`src/rtl/hazard_ctrl_if.sv`:
```
// hazard_ctrl_if: pipeline status inputs and stall/flush/forward controls of the hazard controller.
//   slave modport  : hazard_ctrl side (reads pipeline status, drives controls).
//   master modport : pipeline side (drives pipeline status, reads controls).
interface hazard_ctrl_if #(
  parameter int REG_AW = 5,
  parameter int PERF_W = 32
);
  logic [REG_AW-1:0] id_rs1, id_rs2, ex_rs1, ex_rs2, ex_rd, mem_rd, wb_rd;
  logic              id_use_rs1, id_use_rs2;
  logic              ex_reg_write, ex_mem_read, ex_branch_taken, ex_muldiv;
  logic              mem_reg_write, wb_reg_write, mem_req, mem_ready;
  logic              pc_en, if_id_en, id_ex_en, ex_mem_en;
  logic              if_id_flush, id_ex_flush, ex_mem_flush, mem_wb_flush;
  logic [1:0]        fwd_a, fwd_b, state;
  logic              mem_timeout;
  logic [PERF_W-1:0] stall_cycles, flush_events;
  modport slave (
    input  id_rs1, id_rs2, id_use_rs1, id_use_rs2, ex_rs1, ex_rs2, ex_rd, ex_reg_write,
           ex_mem_read, ex_branch_taken, ex_muldiv, mem_rd, mem_reg_write, wb_rd,
           wb_reg_write, mem_req, mem_ready,
    output pc_en, if_id_en, id_ex_en, ex_mem_en, if_id_flush, id_ex_flush, ex_mem_flush,
           mem_wb_flush, fwd_a, fwd_b, state, mem_timeout, stall_cycles, flush_events
  );
  modport master (
    output id_rs1, id_rs2, id_use_rs1, id_use_rs2, ex_rs1, ex_rs2, ex_rd, ex_reg_write,
           ex_mem_read, ex_branch_taken, ex_muldiv, mem_rd, mem_reg_write, wb_rd,
           wb_reg_write, mem_req, mem_ready,
    input  pc_en, if_id_en, id_ex_en, ex_mem_en, if_id_flush, id_ex_flush, ex_mem_flush,
           mem_wb_flush, fwd_a, fwd_b, state, mem_timeout, stall_cycles, flush_events
  );
endinterface

```
`src/rtl/hazard_ctrl.sv`:
```
// hazard_ctrl: stall/flush/forwarding controller for a 5-stage pipeline.
//   clk : rising-edge clock.  rst : asynchronous active-low reset.
//   bus : hazard_ctrl_if.slave carrying ID/EX/MEM/WB status in, stage enables,
//         bubble flushes, forwarding selects, state, mem_timeout and perf counters out.
//   Optional: define HAZARD_PERF_CNT_EN to build the stall_cycles/flush_events counters.
module hazard_ctrl #(
  parameter int REG_AW      = 5,
  parameter int MULDIV_LAT  = 4,
  parameter int MEM_TIMEOUT = 255,
  parameter int PERF_W      = 32
) (
  input logic          clk,
  input logic          rst,
  hazard_ctrl_if.slave bus
);
  localparam int CW = $clog2(MULDIV_LAT + 1);
  localparam int WW = $clog2(MEM_TIMEOUT + 1);
  localparam logic [CW-1:0] MD_INIT = CW'(MULDIV_LAT > 1 ? MULDIV_LAT - 2 : 0);
  localparam logic [WW-1:0] W_MAX = WW'(MEM_TIMEOUT);
  localparam logic [REG_AW-1:0] X0 = '0;
  typedef enum logic [1:0] {RUN = 2'd0, MULDIV = 2'd1, MEM_WAIT = 2'd2} state_t;
  state_t          state_q, state_d;
  logic [CW-1:0]   cnt_q, cnt_d;
  logic [WW-1:0]   wcnt_q, wcnt_d;
  logic            mem_timeout_q, mem_timeout_d;
  logic            memstall, run_mode, load_use, md_start, br;
  function automatic logic [1:0] fwd_sel(input logic [REG_AW-1:0] rs, input logic mw,
                                         input logic [REG_AW-1:0] md, input logic ww,
                                         input logic [REG_AW-1:0] wd);
    return (mw && md != X0 && md == rs) ? 2'b10 : (ww && wd != X0 && wd == rs) ? 2'b01 : 2'b00;
  endfunction
  assign memstall = bus.mem_req && !bus.mem_ready;
  // A MEM_WAIT cycle whose access has completed (or been dropped) behaves exactly like RUN.
  assign run_mode = state_q == RUN || (state_q == MEM_WAIT && !memstall);
  assign load_use = bus.ex_mem_read && bus.ex_rd != X0 &&
                    ((bus.id_use_rs1 && bus.id_rs1 == bus.ex_rd) ||
                     (bus.id_use_rs2 && bus.id_rs2 == bus.ex_rd));
  assign md_start = run_mode && !memstall && bus.ex_muldiv && (MULDIV_LAT > 1);
  always_ff @(posedge clk or negedge rst)
    if (!rst) begin
      state_q       <= RUN;
      cnt_q         <= '0;
      wcnt_q        <= '0;
      mem_timeout_q <= 1'b0;
    end else begin
      state_q       <= state_d;
      cnt_q         <= cnt_d;
      wcnt_q        <= wcnt_d;
      mem_timeout_q <= mem_timeout_d;
    end
  always_comb begin
    state_d       = state_q;
    cnt_d         = cnt_q;
    wcnt_d        = wcnt_q;
    mem_timeout_d = mem_timeout_q;
    if (state_q == MULDIV) begin
      // The op keeps counting through a memstall; the stall only postpones release.
      cnt_d   = cnt_q == '0 ? cnt_q : cnt_q - 1'b1;
      state_d = (cnt_q == '0 && !memstall) ? RUN : MULDIV;
    end else if (memstall) begin
      state_d       = MEM_WAIT;
      wcnt_d        = state_q != MEM_WAIT ? '0 : wcnt_q == W_MAX ? W_MAX : wcnt_q + 1'b1;
      mem_timeout_d = mem_timeout_q || (state_q == MEM_WAIT && wcnt_d == W_MAX);
    end else if (md_start) begin
      state_d = MULDIV;
      cnt_d   = MD_INIT;
    end else begin
      state_d = RUN;
    end
  end
  always_comb begin
    {bus.pc_en, bus.if_id_en, bus.id_ex_en, bus.ex_mem_en} = 4'h0;
    {bus.if_id_flush, bus.id_ex_flush, bus.ex_mem_flush, bus.mem_wb_flush} = 4'h0;
    if (memstall) bus.mem_wb_flush = 1'b1;
    else if (state_q == MULDIV) begin
      if (cnt_q == '0) {bus.pc_en, bus.if_id_en, bus.id_ex_en, bus.ex_mem_en} = 4'hf;
      else bus.ex_mem_flush = 1'b1;
    end else if (md_start) bus.ex_mem_flush = 1'b1;
    else begin
      {bus.pc_en, bus.if_id_en, bus.id_ex_en, bus.ex_mem_en} = 4'hf;
      if (load_use) begin
        bus.pc_en       = 1'b0;
        bus.if_id_en    = 1'b0;
        bus.id_ex_flush = 1'b1;
      end
    end
    // A taken branch only redirects when EX actually advances; it beats load-use.
    br = bus.ex_branch_taken && bus.id_ex_en && bus.ex_mem_en;
    if (br) begin
      bus.pc_en       = 1'b1;
      bus.if_id_en    = 1'b1;
      bus.if_id_flush = 1'b1;
      bus.id_ex_flush = 1'b1;
    end
    bus.fwd_a = fwd_sel(bus.ex_rs1, bus.mem_reg_write, bus.mem_rd, bus.wb_reg_write, bus.wb_rd);
    bus.fwd_b = fwd_sel(bus.ex_rs2, bus.mem_reg_write, bus.mem_rd, bus.wb_reg_write, bus.wb_rd);
    if (!rst) begin
      {bus.pc_en, bus.if_id_en, bus.id_ex_en, bus.ex_mem_en} = 4'h0;
      {bus.if_id_flush, bus.id_ex_flush, bus.ex_mem_flush, bus.mem_wb_flush} = 4'hf;
      bus.fwd_a = 2'b00;
      bus.fwd_b = 2'b00;
      br        = 1'b0;
    end
  end
  assign bus.state       = state_q;
  assign bus.mem_timeout = mem_timeout_q;
`ifdef HAZARD_PERF_CNT_EN
  logic [PERF_W-1:0] stall_q, stall_d, flush_q, flush_d;
  assign stall_d = stall_q + PERF_W'(!bus.pc_en);
  assign flush_d = flush_q + PERF_W'(br);
  always_ff @(posedge clk or negedge rst)
    if (!rst) begin
      stall_q <= '0;
      flush_q <= '0;
    end else begin
      stall_q <= stall_d;
      flush_q <= flush_d;
    end
  assign bus.stall_cycles = stall_q;
  assign bus.flush_events = flush_q;
`else
  assign bus.stall_cycles = {PERF_W{1'b0}};
  assign bus.flush_events = {PERF_W{1'b0}};
`endif
endmodule

```
`src/flat_wrapper.sv`:
```
// flat-port wrapper written by rule: the top's interface ports become plain ports
module hazard_ctrl_flat 
#(
  parameter int REG_AW      = 5,
  parameter int MULDIV_LAT  = 4,
  parameter int MEM_TIMEOUT = 255,
  parameter int PERF_W      = 32
)
  (clk, rst, bus_id_rs1, bus_id_rs2, bus_id_use_rs1, bus_id_use_rs2, bus_ex_rs1, bus_ex_rs2, bus_ex_rd, bus_ex_reg_write, bus_ex_mem_read, bus_ex_branch_taken, bus_ex_muldiv, bus_mem_rd, bus_mem_reg_write, bus_wb_rd, bus_wb_reg_write, bus_mem_req, bus_mem_ready, bus_pc_en, bus_if_id_en, bus_id_ex_en, bus_ex_mem_en, bus_if_id_flush, bus_id_ex_flush, bus_ex_mem_flush, bus_mem_wb_flush, bus_fwd_a, bus_fwd_b, bus_state, bus_mem_timeout, bus_stall_cycles, bus_flush_events);
  hazard_ctrl_if #(.REG_AW(REG_AW), .PERF_W(PERF_W)) bus_i ();
  input logic clk;
  input logic rst;
  input wire logic [$bits(bus_i.id_rs1)-1:0] bus_id_rs1;
  input wire logic [$bits(bus_i.id_rs2)-1:0] bus_id_rs2;
  input wire logic [$bits(bus_i.id_use_rs1)-1:0] bus_id_use_rs1;
  input wire logic [$bits(bus_i.id_use_rs2)-1:0] bus_id_use_rs2;
  input wire logic [$bits(bus_i.ex_rs1)-1:0] bus_ex_rs1;
  input wire logic [$bits(bus_i.ex_rs2)-1:0] bus_ex_rs2;
  input wire logic [$bits(bus_i.ex_rd)-1:0] bus_ex_rd;
  input wire logic [$bits(bus_i.ex_reg_write)-1:0] bus_ex_reg_write;
  input wire logic [$bits(bus_i.ex_mem_read)-1:0] bus_ex_mem_read;
  input wire logic [$bits(bus_i.ex_branch_taken)-1:0] bus_ex_branch_taken;
  input wire logic [$bits(bus_i.ex_muldiv)-1:0] bus_ex_muldiv;
  input wire logic [$bits(bus_i.mem_rd)-1:0] bus_mem_rd;
  input wire logic [$bits(bus_i.mem_reg_write)-1:0] bus_mem_reg_write;
  input wire logic [$bits(bus_i.wb_rd)-1:0] bus_wb_rd;
  input wire logic [$bits(bus_i.wb_reg_write)-1:0] bus_wb_reg_write;
  input wire logic [$bits(bus_i.mem_req)-1:0] bus_mem_req;
  input wire logic [$bits(bus_i.mem_ready)-1:0] bus_mem_ready;
  output wire logic [$bits(bus_i.pc_en)-1:0] bus_pc_en;
  output wire logic [$bits(bus_i.if_id_en)-1:0] bus_if_id_en;
  output wire logic [$bits(bus_i.id_ex_en)-1:0] bus_id_ex_en;
  output wire logic [$bits(bus_i.ex_mem_en)-1:0] bus_ex_mem_en;
  output wire logic [$bits(bus_i.if_id_flush)-1:0] bus_if_id_flush;
  output wire logic [$bits(bus_i.id_ex_flush)-1:0] bus_id_ex_flush;
  output wire logic [$bits(bus_i.ex_mem_flush)-1:0] bus_ex_mem_flush;
  output wire logic [$bits(bus_i.mem_wb_flush)-1:0] bus_mem_wb_flush;
  output wire logic [$bits(bus_i.fwd_a)-1:0] bus_fwd_a;
  output wire logic [$bits(bus_i.fwd_b)-1:0] bus_fwd_b;
  output wire logic [$bits(bus_i.state)-1:0] bus_state;
  output wire logic [$bits(bus_i.mem_timeout)-1:0] bus_mem_timeout;
  output wire logic [$bits(bus_i.stall_cycles)-1:0] bus_stall_cycles;
  output wire logic [$bits(bus_i.flush_events)-1:0] bus_flush_events;
  assign bus_i.id_rs1 = bus_id_rs1;
  assign bus_i.id_rs2 = bus_id_rs2;
  assign bus_i.id_use_rs1 = bus_id_use_rs1;
  assign bus_i.id_use_rs2 = bus_id_use_rs2;
  assign bus_i.ex_rs1 = bus_ex_rs1;
  assign bus_i.ex_rs2 = bus_ex_rs2;
  assign bus_i.ex_rd = bus_ex_rd;
  assign bus_i.ex_reg_write = bus_ex_reg_write;
  assign bus_i.ex_mem_read = bus_ex_mem_read;
  assign bus_i.ex_branch_taken = bus_ex_branch_taken;
  assign bus_i.ex_muldiv = bus_ex_muldiv;
  assign bus_i.mem_rd = bus_mem_rd;
  assign bus_i.mem_reg_write = bus_mem_reg_write;
  assign bus_i.wb_rd = bus_wb_rd;
  assign bus_i.wb_reg_write = bus_wb_reg_write;
  assign bus_i.mem_req = bus_mem_req;
  assign bus_i.mem_ready = bus_mem_ready;
  assign bus_pc_en = bus_i.pc_en;
  assign bus_if_id_en = bus_i.if_id_en;
  assign bus_id_ex_en = bus_i.id_ex_en;
  assign bus_ex_mem_en = bus_i.ex_mem_en;
  assign bus_if_id_flush = bus_i.if_id_flush;
  assign bus_id_ex_flush = bus_i.id_ex_flush;
  assign bus_ex_mem_flush = bus_i.ex_mem_flush;
  assign bus_mem_wb_flush = bus_i.mem_wb_flush;
  assign bus_fwd_a = bus_i.fwd_a;
  assign bus_fwd_b = bus_i.fwd_b;
  assign bus_state = bus_i.state;
  assign bus_mem_timeout = bus_i.mem_timeout;
  assign bus_stall_cycles = bus_i.stall_cycles;
  assign bus_flush_events = bus_i.flush_events;
  hazard_ctrl #(.REG_AW(REG_AW), .MULDIV_LAT(MULDIV_LAT), .MEM_TIMEOUT(MEM_TIMEOUT), .PERF_W(PERF_W)) u_core (.clk(clk), .rst(rst), .bus(bus_i));
endmodule
```
`config.mk`:
```
export PLATFORM = sky130hd
export DESIGN_NAME = hazard_ctrl_flat
export DESIGN_NICKNAME = d
export VERILOG_FILES = /design/src/rtl/hazard_ctrl_if.sv /design/src/rtl/hazard_ctrl.sv /design/src/flat_wrapper.sv
export SDC_FILE = /design/constraint.sdc
export NUM_CORES = 1
export LEC_CHECK = 0
export ABC_AREA = 1
export CORE_UTILIZATION = 37
export CTS_CLUSTER_DIAMETER = 80
export DETAILED_ROUTE_END_ITERATION = 10
export PLACE_DENSITY = 0.78
export SYNTH_ARGS = -nofsm -noshare
export SYNTH_HDL_FRONTEND = slang
export SYNTH_SLANG_ARGS = --single-unit
```
`constraint.sdc`:
```
create_clock -name clk -period 1.65 [get_ports clk]
set_input_delay 0.33 -clock clk [delete_from_list [all_inputs] [get_ports clk]]
set_output_delay 0.33 -clock clk [all_outputs]
set_load 0.005 [all_outputs]
```
# Yosys cells after proc, flatten, opt, wreduce, memory -nomap -nowiden

Index checks and enable logic that the tools add are counted.

Input port bits: 47
Output and inout port bits: 79
Flip-flop bits (word level): 14
Word-level logic and storage cells: 93

Add/subtract/negate cells: 2
Muxes and demuxes: 42
Equal/unequal tests: 13
Reductions and logical operators: 31
Bitwise logic cells: 1

Operators by type and width:

| cell                | count |
|---|---|
| $eq 5x5->1          | 6 |
| $mux 1              | 30 |
| $logic_and 1x1->1   | 18 |
| $eq 8x8->1 const B  | 2 |
| $mux 8              | 2 |
| $reduce_bool 5->1   | 3 |
| $mux 2              | 6 |
| $mux 3              | 4 |
| $add 8x1->8 const B | 1 |
| $ne 2x2->1 const B  | 3 |
| $logic_not 3->1     | 1 |
| $logic_or 1x1->1    | 3 |
| $reduce_and 3->1    | 1 |
| $sub 3x1->3 const B | 1 |
| $eq 2x1->1 const B  | 1 |
| $eq 2x2->1 const B  | 1 |
| $logic_not 1->1     | 2 |
| $logic_not 2->1     | 1 |
| $reduce_and 2->1    | 1 |
| $reduce_bool 2->1   | 1 |
| $not 1->1           | 1 |

# Depth between registers and ports, before layout

Depth in word-level cells: 14
Depth in mapped cells: 10
Gate-level depth less buffers: 10

# Worst setup path after synthesis

OpenSTA, ideal clock, no wires.

Path type: register -> output
Start: reg u_core.cnt_q[0]
End: out bus_pc_en
Stages on the path, launching flop included: 10
Data required time: 1.320 ns
Path slack: 0.003 ns
Data arrival time: 1.317 ns
Cell sequence: dfrtp_1 -> inv_1 -> ha_1 -> nand2_1 -> nand2_1 -> nand2_1 -> nor2_1 -> nand2_1 -> nand2_1 -> buf_4

Longest elaborated chain between the ends: 8

Ends and longest elaborated chain:

| what                           | RTL line           | text |
|---|---|---|
| from (decl)                    | hazard_ctrl.sv:23  | `logic [CW-1:0] cnt_q, cnt_d;` |
| from (signal assigned)         | hazard_ctrl.sv:47  | `cnt_q <= cnt_d;` |
| $logic_not 3->1 *              | hazard_ctrl.sv:76  | `if (cnt_q == '0) {bus.pc_en, bus.if_id_en, bus.id_ex_en, bus.ex_mem_en} = 4'hf;` |
| $mux 1 *                       | -                  |  |
| $mux 1                         | hazard_ctrl.sv:75  | `else if (state_q == MULDIV) begin` |
| $mux 1                         | hazard_ctrl.sv:74  | `if (memstall) bus.mem_wb_flush = 1'b1;` |
| $logic_and 1x1->1 (2 in a row) | hazard_ctrl.sv:88  | `br = bus.ex_branch_taken && bus.id_ex_en && bus.ex_mem_en;` |
| $mux 1 * (2 in a row)          | -                  |  |
| to (decl)                      | flat_wrapper.sv:30 | `output wire logic [$bits(bus_i.pc_en)-1:0] bus_pc_en;` |

Mark *: on every way between the ends. The rest lies on a longest branch, timed or not.

# Final worst setup path

Start: reg u_core.cnt_q[0]
End: out bus_id_ex_flush

Longest elaborated chain between the ends: 8

Ends and longest elaborated chain:

| what                | RTL line           | text |
|---|---|---|
| $logic_not 3->1 *   | hazard_ctrl.sv:76  |  |
| $mux 1 *            | hazard_ctrl.sv:76  |  |
| $mux 1 *            | hazard_ctrl.sv:75  |  |
| $mux 1 *            | hazard_ctrl.sv:74  |  |
| $logic_and 1x1->1   | hazard_ctrl.sv:88  |  |
| $logic_and 1x1->1 * | hazard_ctrl.sv:88  |  |
| $mux 1 *            | hazard_ctrl.sv:89  | `if (br) begin` |
| $mux 1 *            | hazard_ctrl.sv:97  | `if (!rst) begin` |
| to (decl)           | flat_wrapper.sv:35 | `output wire logic [$bits(bus_i.id_ex_flush)-1:0] bus_id_ex_flush;` |

Marked as above.

==> summary.txt <==
DR iter-0 viols = 41
CP startpoint = u_core.cnt_q[0]
CTS hold repair buffers = 0
CP Launch Type = flip-flop
Die area = 5550 um^2
Hold Vio Cnt, Final = 0
Failing checks = setup timing
Clock Latency Late Sink = 0.25 ns
DP Wirelength = 3700 um
Root buf cell = clkbuf_8
Clk pwr share = 14.6%
# nets final = 460
Placed cell area = 2590 um^2
Yosys reg bits = 14
Synth area leader = buf_4
Leak Pwr = 1.57 nW
Maxcap violations = 0
Count of distinct cell types in the synthesized netlist = 32
WS Path Type = flip-flop to output pin
Setup violators final = 7
CP Data Required Time = 1.32 ns
Max incr delay on CP = 0.40 ns
Average instance area after synthesis = 6.46 um^2
PD cells = 818 nW/um^2
Post-DRT Antenna Nets = 0
Crit end category = output pin
DRC = 0
Main combinational cell family by area after synthesis = buffers and inverters
Hold Path Class = input port to async pin
Sequential share of the synthesized area = 18.0%
Router iterations before antenna repair = 4
Seq pwr share = 20.3%
Switching Power = 872 uW
Row count = 26
Routed WL = 5030 um
Worst-path cell chain = inv_2 > ha_4 > nand2_4 > nand2_4 > nand2_4 > inv_4 > nand3_2 > nand2_2 > inv_2 > nand2_1 > buf_2
Largest net degree at the start of global routing = 12
Worst endpoint data arrival time = 1.49 ns
Wire per inst = 10.5 um
GR Overflow Total = 0
TritonCTS clock tree = yes
Post-synthesis simple-gate area fraction = 31.6%
Post-synthesis compound-gate area fraction = 8.24%
FF-to-FF Start = u_core.cnt_q[0]
Num CTS Buffers = 3
Post-route cell area = 2860 um^2
Final core utilization = 56.3%
Mux cell area share after synthesis = 0%
Maximum clock frequency = 0.549 GHz
Final Skew = 0.00139 ns
Maximum fanout along the worst path = 3
Xor-xnor portion of the synthesized cell area = 6.76%
Syn Std Cell Area = 1940 um^2
Total number of vias = 2045
Post-Synth Adder-Cell Area = 1.93%
Die Width = 74.5 um
Yosys top cell area share = 25.5%
Period utilisation layout = 110%
Buf/Inv on CP = 4
Layout cell share with drive strength beyond 1 = 32.8%
Global-route wire length before repair = 7400 um
Antenna Cells = 0
Area delta synth->final = 46.9%
Sink Count = 14
Yosys warns = 0
Total Routing Usage GR = 17.4%
RSZ-0062 raised after global routing = true
Delay-heaviest family, CP = flip-flops
GP Congestion = 0.848
Number of global-route vias before repair = 1758
Io pins = 126
Internal Pwr Total = 1.46 mW
Initial core utilization = 38.3%
Reg clk slew, reported paths = 0.06 ns
Synth Instances = 301
Setup slack after layout = -0.170 ns
Synth Flop Type = dfrtp_1
Die Ht = 74.5 um
Sw frac = 37.3%
Port buffer count = 60
Core area = 5070 um^2
Peak supply drop = 0.512 mV
Synth top area cells = buf_4 25%, dfrtp_1 18%, nand2_1 14%, inv_1 5.4%, nand3_1 5.2%
Drt via density = 4.27
R2R setup slack = 0.13 ns
Period minus WS final = 1.82 ns
Final Max Slew Viols = 0
Bufs on Longest Clock Path = 2
Initial antenna violation count = 0
Htree depth = 1
Post-synth EDFFs = 0
Asr flop ratio synth = 100%
Crit path top cell by count = nand2_4
Status = finished with violations
Combinational power share = 65.1%
Critical path's slowest cell = dfrtp_1
==> area by class of cell <==
cell class	count	area, um^2
clock buffer	4	55.1
timing repair buffer	107	856
fill	496	2220
sequential	14	350
tap	70	87.6
multi-input combinational	244	1350
inverter	40	155
==> metrics by stage <==
| step | setup TNS, ns | power, mW | std cells | hold WS (ns) | setup WS, ns |
|---|---|---|---|---|---|
| after floorplan | 0 | 1.05 | 364 | 0.0344 | 0.00323 |
| after global placement | -7.77 | 1.55 | 457 | 0.449 | -0.737 |
| after detailed placement | -7.97 | 1.58 | 457 | 0.457 | -0.780 |
| after CTS | -0.870 | 2.17 | 475 | 0.230 | -0.159 |
| after global routing | -1.38 | 2.51 | 479 | 0.248 | -0.240 |
| final | -0.858 | 2.33 | 479 | 0.231 | -0.170 |
==> kinds of logic after synthesis <==
group | count (synthesis)
other | 1
adders and majority gates | 3
DFF | 14
and+or+nand+nor | 135
xor gates and xnor gates | 15
AOI/OAI and AO/OA | 27
buffers and inverters | 106
==> layer usage <==
metal	vias up	wire length [um]	GRT usage [%]
li1	1020	-	-
met1	908	1920	19.9
met2	101	2560	31.9
met3	16	423	4.20
met4	0	122	5.03
met5	-	0	0
==> power groups by stage <==
stage          clock network, mW  logic, mW  registers, mW
6_report                   0.340       1.52          0.474
5_1_grt                    0.364       1.67          0.484
4_1_cts                    0.357       1.35          0.468
3_5_place_dp                   0       1.11          0.470
2_1_floorplan                  0      0.582          0.466
3_3_place_gp                   0       1.08          0.469
==> what timing repair did <==
item | 4_1_cts | 5_1_grt
gates resized for setup | 161 | 23
setup buffers | 16 | 4
setup endpoints to repair | 12 | 12
hold endpoints to repair | 0 | 0
pin swaps | 52 | 22
==> layout by cell type (no fill, tap or decap), types with 2 or more instances in the layout <==
master,count
a21oi_1,4
and2_1,2
buf_2,17
buf_4,44
buf_6,7
clkbuf_2,2
clkbuf_8,4
clkdlybuf4s15_1,5
clkdlybuf4s50_1,7
conb_1,64
dfrtp_1,14
dlygate4sd2_1,22
ha_1,2
inv_1,23
inv_2,14
inv_4,2
nand2_1,65
nand2_2,6
nand2_4,5
nand3_1,18
nand3_2,3
nand4_1,2
nor2_1,13
nor2_2,8
nor2_4,6
nor3_2,4
o21ai_0,3
o21ai_1,11
o21ai_2,2
xnor2_2,5
xor2_1,9
==> state kept, by name (all words and copies together), names as in the netlist <==
register,count
u_core.bus.state,2
u_core.cnt_q,3
u_core.wcnt_q,8
u_core.bus.mem_timeout,1
==> final timing paths <==
| path | endpoint | cells past startpoint |
|---|---|---|
| max in group asynchronous | u_core.bus.state[0] | 2 |
| hold / removal | u_core.wcnt_q[7] | 2 |
| setup / recovery | bus_id_ex_flush | 11 |
| hold reg to reg | u_core.bus.mem_timeout | 2 |
| setup reg to reg | u_core.cnt_q[2] | 11 |
| min in group clk | u_core.bus.mem_timeout | 2 |
==> cells in the mapped netlist (3+ instances only) <==
library cell,n
nand2_1,73
buf_4,66
inv_1,28
nand3_1,20
nor2_1,19
dfrtp_1,14
o21ai_1,13
inv_2,11
xor2_1,9
xnor2_1,6
a21oi_1,4
nor2_2,4
nor2_4,4
nor3_1,4
ha_1,3
o21ai_0,3
(Power assumes the default switching activity.)
